--- src/rtl/ppu_palette_ram.sv ---
// CPU-writable palette RAM with NES backdrop mirroring, NUM_PORTS registered read ports,
// a self-clearing init sequence and a post-lookup brightness stage driven by a fade engine.
module ppu_palette_ram #(
    parameter int ENTRIES   = 32,
    parameter int COLOR_W   = 24,
    parameter int NUM_PORTS = 2,
    parameter int MIRROR    = 1
) (
    input  logic                           clk,
    input  logic                           rst,
    input  logic                           palette_en,
    input  logic [NUM_PORTS*$clog2(ENTRIES)-1:0] rd_addr,
    output logic [NUM_PORTS*COLOR_W-1:0]   color_out,
    input  logic                           wr_valid,
    output logic                           wr_ready,
    input  logic [$clog2(ENTRIES)-1:0]     wr_addr,
    input  logic [COLOR_W-1:0]             wr_data,
    output logic                           init_done,
    input  logic                           fade_start,
    input  logic [3:0]                     fade_target,
    input  logic [15:0]                    fade_period,
    output logic [3:0]                     brightness,
    output logic                           fade_busy
);
    localparam int   AW        = $clog2(ENTRIES);
    localparam int   CW        = COLOR_W / 3;
    localparam logic MIRROR_EN = (MIRROR != 0);

    typedef enum logic [0:0] {ST_INIT = 1'b0, ST_IDLE = 1'b1} state_t;

    // Backdrop entries (MSB set, low two bits clear) alias their MSB-cleared twin.
    function automatic logic [AW-1:0] map_addr(input logic [AW-1:0] a);
        logic [AW-1:0] m;
        m = a;
        if (MIRROR_EN && a[AW-1] && (a[1:0] == 2'b00)) begin
            m[AW-1] = 1'b0;
        end
        return m;
    endfunction

    function automatic logic [COLOR_W-1:0] scale(input logic [COLOR_W-1:0] c, input logic [3:0] b);
        logic [COLOR_W-1:0] res;
        logic [CW+4:0]      prod;
        res = '0;
        for (int ch = 0; ch < 3; ch++) begin
            prod = (CW+5)'(c[ch*CW +: CW]) * (CW+5)'({1'b0, b} + 5'd1);
            res[ch*CW +: CW] = prod[CW+3:4];
        end
        return res;
    endfunction

    state_t                 state_r;
    logic [AW-1:0]          clr_cnt_r;
    logic [COLOR_W-1:0]     mem_r [ENTRIES];
    logic [COLOR_W-1:0]     s1_data_r [NUM_PORTS];
    logic                   s1_en_r;
    logic                   s1_idle_r;
    logic [3:0]             s1_bright_r;
    logic [NUM_PORTS*COLOR_W-1:0] color_r;
    logic [3:0]             bright_r;
    logic [3:0]             target_r;
    logic [3:0]             bright_next_s;
    logic [15:0]            div_r;
    logic                   busy_r;

    assign wr_ready   = (state_r == ST_IDLE);
    assign init_done  = (state_r == ST_IDLE);
    assign color_out  = color_r;
    assign brightness = bright_r;
    assign fade_busy  = busy_r;

    // Control FSM: clear every entry once after reset, then accept writes.
    always_ff @(posedge clk or posedge rst) begin
        if (rst) begin
            state_r   <= ST_INIT;
            clr_cnt_r <= '0;
        end else begin
            case (state_r)
                ST_INIT: begin
                    clr_cnt_r <= clr_cnt_r + 1'b1;
                    if (clr_cnt_r == AW'(ENTRIES - 1)) begin
                        state_r <= ST_IDLE;
                    end
                end
                ST_IDLE: state_r <= ST_IDLE;
                default: state_r <= ST_INIT;
            endcase
        end
    end

    // Palette storage: clear pass during INIT, CPU writes in IDLE.
    always_ff @(posedge clk) begin
        if (state_r == ST_INIT) begin
            mem_r[clr_cnt_r] <= '0;
        end else if (wr_valid) begin
            mem_r[map_addr(wr_addr)] <= wr_data;
        end
    end

    // Read stage 1: lookup plus the qualifiers and brightness used by stage 2.
    always_ff @(posedge clk or posedge rst) begin
        if (rst) begin
            for (int p = 0; p < NUM_PORTS; p++) begin
                s1_data_r[p] <= '0;
            end
            s1_en_r     <= 1'b0;
            s1_idle_r   <= 1'b0;
            s1_bright_r <= 4'd15;
        end else begin
            for (int p = 0; p < NUM_PORTS; p++) begin
                s1_data_r[p] <= mem_r[map_addr(rd_addr[p*AW +: AW])];
            end
            s1_en_r     <= palette_en;
            s1_idle_r   <= (state_r == ST_IDLE);
            s1_bright_r <= bright_r;
        end
    end

    // Read stage 2: brightness scaling, blanked when the read was not qualified.
    always_ff @(posedge clk or posedge rst) begin
        if (rst) begin
            color_r <= '0;
        end else begin
            for (int p = 0; p < NUM_PORTS; p++) begin
                color_r[p*COLOR_W +: COLOR_W] <= (s1_en_r && s1_idle_r) ?
                                                 scale(s1_data_r[p], s1_bright_r) : '0;
            end
        end
    end

    // Next brightness level one step toward the target.
    always_comb begin
        bright_next_s = bright_r;
        if (target_r > bright_r) begin
            bright_next_s = bright_r + 4'd1;
        end else if (target_r < bright_r) begin
            bright_next_s = bright_r - 4'd1;
        end else begin
            bright_next_s = bright_r;
        end
    end

    // Fade engine: one brightness step every fade_period+1 cycles while busy.
    always_ff @(posedge clk or posedge rst) begin
        if (rst) begin
            bright_r <= 4'd15;
            target_r <= 4'd15;
            div_r    <= 16'd0;
            busy_r   <= 1'b0;
        end else if (fade_start) begin
            target_r <= fade_target;
            div_r    <= 16'd0;
            busy_r   <= (fade_target != bright_r);
        end else if (busy_r) begin
            if (div_r == fade_period) begin
                div_r    <= 16'd0;
                bright_r <= bright_next_s;
                if (bright_next_s == target_r) begin
                    busy_r <= 1'b0;
                end
            end else begin
                div_r <= div_r + 16'd1;
            end
        end
    end

endmodule

--- config.mk ---
export PLATFORM = sky130hd
export DESIGN_NAME = ppu_palette_ram
export DESIGN_NICKNAME = d
export VERILOG_FILES = /design/src/rtl/ppu_palette_ram.sv
export SDC_FILE = /design/constraint.sdc
export NUM_CORES = 2
export LEC_CHECK = 0
export BUFFER_PORTS_ARGS = -buffer_cell sky130_fd_sc_hd__buf_2
export CAP_MARGIN = 30
export CORE_MARGIN = 2
export CORE_UTILIZATION = 45
export DETAILED_ROUTE_END_ITERATION = 8
export SETUP_SLACK_MARGIN = 0.4
export SYNTH_ARGS = -nofsm -noshare
export SYNTH_HDL_FRONTEND = slang
export SYNTH_SLANG_ARGS = --single-unit
--- constraint.sdc ---
create_clock -name clk -period 4.8 [get_ports clk]
set_clock_uncertainty 0.15 [all_clocks]
set_input_delay 0 -clock clk [delete_from_list [all_inputs] [get_ports clk]]
set_output_delay 0 -clock clk [all_outputs]
set_load 0.02 [all_outputs]
==> flow_metrics.py <==
metrics = {
    "status": {
        "status": "completed",
    },
    "clocking": {
        "clock_latency_ps": 660,
        "clockBufferDepth": 3,
        "clock_sinks": 812,
        "cts_tree": "built",
        "root_buffer": "clkbuf_16",
        "clk_pin_slew_ps": 60,
        "h-tree-depth": 3,
        "numCtsBuffers": 91,
    },
    "placed_design": {
        "place.port_buffers": 118,
        "place_congestion": 0.852,
        "post-dp-hpwl_mm": 79.3,
    },
    "layout": {
        "synthToLayoutAreaGrowth_pct": 14.9,
        "final_nets": 3571,
        "num-fill-cells": 8100,
        "layout-drive-gt1-share_pct": 23.3,
    },
    "power_and_ir_drop": {
        "max-vdd-ir-drop_mv": 0.256,
        "clkPwrFrac_pct": 40.7,
        "p_seq_share_pct": 47.0,
        "swShare_pct": 25.3,
        "p_int_uw": 12500,
        "pwr-share-comb_pct": 12.3,
        "power_switching_uw": 4220,
        "leakage_uw": 0.0196,
        "p_per_area_mw_per_mm2": 333,
    },
    "job": {
        "cap_violations": 0,
    },
    "synth": {
        "netlist.area_leader.share_pct": 46.6,
        "synth_edf_count": 679,
        "syn_inst": 3139,
        "ys.warnings.count": 0,
        "synth_cell_types": 69,
        "synth_nets": 3417,
        "syn_area_mm2": 0.0437,
        "synthFlopType": "edfxtp_1",
        "synthArstFlopShare_pct": 16.4,
        "ys_ff_latch": 812,
        "yosysSeqAreaShare_pct": 54.3,
        "synth_area_leaders": "edfxtp_1 (47%), mux4_2 (10%), dfrtp_1 (6.9%), fa_1 (4.4%), ha_1 (3.4%)",
        "avgSynthCellArea_um2": 13.9,
        "synth_top_area_cell": "edfxtp_1",
    },
    "critical_path": {
        "slowest_delay_ps": 590,
        "setup.worst_path.class": "flop to flop",
        "required_ps": 5170,
        "start_kind": "flop",
        "cp.arrival_ps": 4960,
        "crit_chain": "ha_4, and3_4, buf_4, buf_4, nand2_1, fa_1, fa_1, fa_1, inv_1, ha_1, nand4b_1, o2111a_2, o31ai_4, a21oi_1, xnor2_1, nor2_1",
        "endpoint_kind": "flop",
        "critPathTopFamily": "adder cells",
        "critPathMaxFanout": 10,
        "cpMaxStageDelayCell": "dfstp_2",
        "cp_num_buf_inv": 3,
        "critPathMostFrequentCell": "fa_1",
    },
    "timing": {
        "finalCritPeriodShare_pct": 95.7,
        "min_period_ps": 4590,
        "whs_ps": 35.2,
        "final.setup.tns_ps": 0,
        "final-hold-violation-count": 0,
        "max-slew-margin-rel_pct": 31.3,
        "worstMarginPinSlew_ps": 1030,
        "rsz0062_at_grt": "true",
        "setup_viol": 0,
        "fmax_mhz": 218,
        "maxSlewViolCount": 0,
    },
    "drt": {
        "via_count": 29500,
        "drtAntennaViolNets": 0,
        "wl_per_cell_um": 28.6,
        "via_per_inst": 6.35,
        "post-route-drc-count": 0,
        "dr.pass1.iters": 5,
        "drtIter0Drc": 3326,
        "totalWireLength_mm": 133,
    },
    "grt": {
        "grt_pass1_vias": 30600,
        "overflow": 0,
        "grt_pass1_wl_mm": 197,
        "grt_start_max_net_pins": 95,
        "antenna_found_initial": 11,
        "grt_use_total_pct": 26.8,
    },
    "die": {
        "die_area_mm2": 0.0997,
        "start_util_pct": 45.3,
        "core-area_mm2": 0.0964,
        "die_width_um": 316,
        "die_height_um": 316,
        "ios": 119,
        "rows": 114,
    },
    "worst_hold_path": {
        "hold_path.class": "input pin to flop",
    },
}
==> routing by layer <==
metal	vias to the layer above	global-route usage, %	share of wire (%)
met5	-	0	0.059
met4	10	8.86	3.2
met2	1520	44.1	48
met1	15300	35.7	39
li1	12400	-	-
met3	301	5.26	9.7
==> cell type report <==
| cell class | instances | area [µm²] | area share (%) |
|---|---|---|---|
| clock buffers | 116 | 2440 | 4.87 |
| well taps | 1276 | 1600 | 3.18 |
| repair buffers | 288 | 2390 | 4.76 |
| flip-flops and latches | 812 | 23700 | 47.3 |
| diodes | 5 | 12.5 | 0.0249 |
| multi-input cells | 1927 | 19000 | 37.8 |
| clock inverters | 48 | 409 | 0.815 |
| inverters | 173 | 656 | 1.31 |
==> cells by family after synthesis <==
logic type,count (synthesis),synth area share (%)
AO/OA/AOI/OAI,619,10.6
XOR/XNOR,89,1.78
adder cells (fa/ha/maj),214,7.77
buffers and inverters,400,3.87
flip-flops,812,54.3
multiplexers,378,14.5
AND/OR/NAND/NOR,627,7.16
==> cells in the mapped netlist, types with 11 or more instances <==
cell,number
dfstp_2,12
a21oi_1,62
a21o_1,32
nand2b_1,38
buf_2,70
nor2b_1,13
clkbuf_1,134
nand3_1,18
o31ai_1,19
o21ai_0,101
nand2_1,182
o21a_1,14
mux2_2,93
inv_1,172
and2_1,121
dfrtp_1,121
xor2_1,18
xnor2_1,71
o2bb2ai_1,44
a22o_1,89
ha_1,118
nor3_1,40
and3_1,32
a221oi_1,123
mux4_2,196
fa_1,96
edfxtp_1,679
nor2_1,130
buf_4,16
a211oi_1,28
a22oi_1,51
mux2i_1,89
nor3b_1,11
==> metrics by stage <==
step	setup slack (ps)	utilization [%]	cell area, µm²	total power (µW)	instances
2_1_floorplan	260	-	43900	9220	3139
3_3_place_gp	131	47.9	46200	9850	4403
3_5_place_dp	58.8	48.0	46300	9900	4409
4_1_cts	279	51.5	49700	16700	4618
5_1_grt	32.9	52.1	50200	17200	4641
6_report	208	52.1	50200	16700	4645
==> final timing paths <==
check	startpoint	end	slack, ps	depth (start not counted)
worst max-delay path	s1_bright_r[0]	color_out[7]	210	16
worst min-delay path	wr_data[0]	mem_r[12][0]	40	2
worst max register to register	s1_bright_r[0]	color_out[7]	210	16
worst min register to register	brightness[1]	s1_bright_r[1]	270	0
max in group asynchronous	rst	s1_data_r[0]	3100	5
min in group asynchronous	rst	div_r[14]	320	4
==> power groups by stage <==
stage / sequential (µW) / combinational (µW) / clock (µW)
final: 7860 / 2060 / 6800
after global routing: 7880 / 2220 / 7140
after CTS: 7870 / 1940 / 6870
after detailed placement: 8010 / 1890 / 0
after global placement: 8010 / 1850 / 0
after floorplan: 8040 / 1180 / 0
==> sequential cells by signal (all words and copies together), names as in the netlist <==
signal,flops
s1_idle_r,1
brightness,4
fade_busy,1
color_out,48
init_done,1
mem_r,679
div_r,16
target_r,4
s1_en_r,1
s1_data_r,48
clr_cnt_r,5
s1_bright_r,4
==> repair_timing <==
item | 4_1_cts | 5_1_grt
endpoints found under the hold margin | 178 | 85
gates cloned | 2 | 1
hold buffers | 28 | 3
setup buffers | 15 | 15
pin swaps | 9 | 33
resized for setup | 14 | 55
setup endpoints to repair | 25 | 36
==> cell usage in the layout (no fill, tap or decap), types with 31 or more instances in the layout <==
cell type      count
a221oi_1         123
ha_1             104
o21ai_0           96
mux2_2            93
fa_1              95
and2_1           119
a22o_1            89
a21o_1            32
clkbuf_16         96
mux4_2           196
inv_1            169
and3_1            31
buf_4            109
xnor2_1           69
nand2b_1          38
nor3_1            38
mux2i_1           89
o2bb2ai_1         44
edfxtp_1         679
dfrtp_1          121
nor2_1            98
a21oi_1           54
buf_2            111
a22oi_1           51
nand2_1          178
dlygate4sd3_1     31
Power figures use the tool's default switching activity.
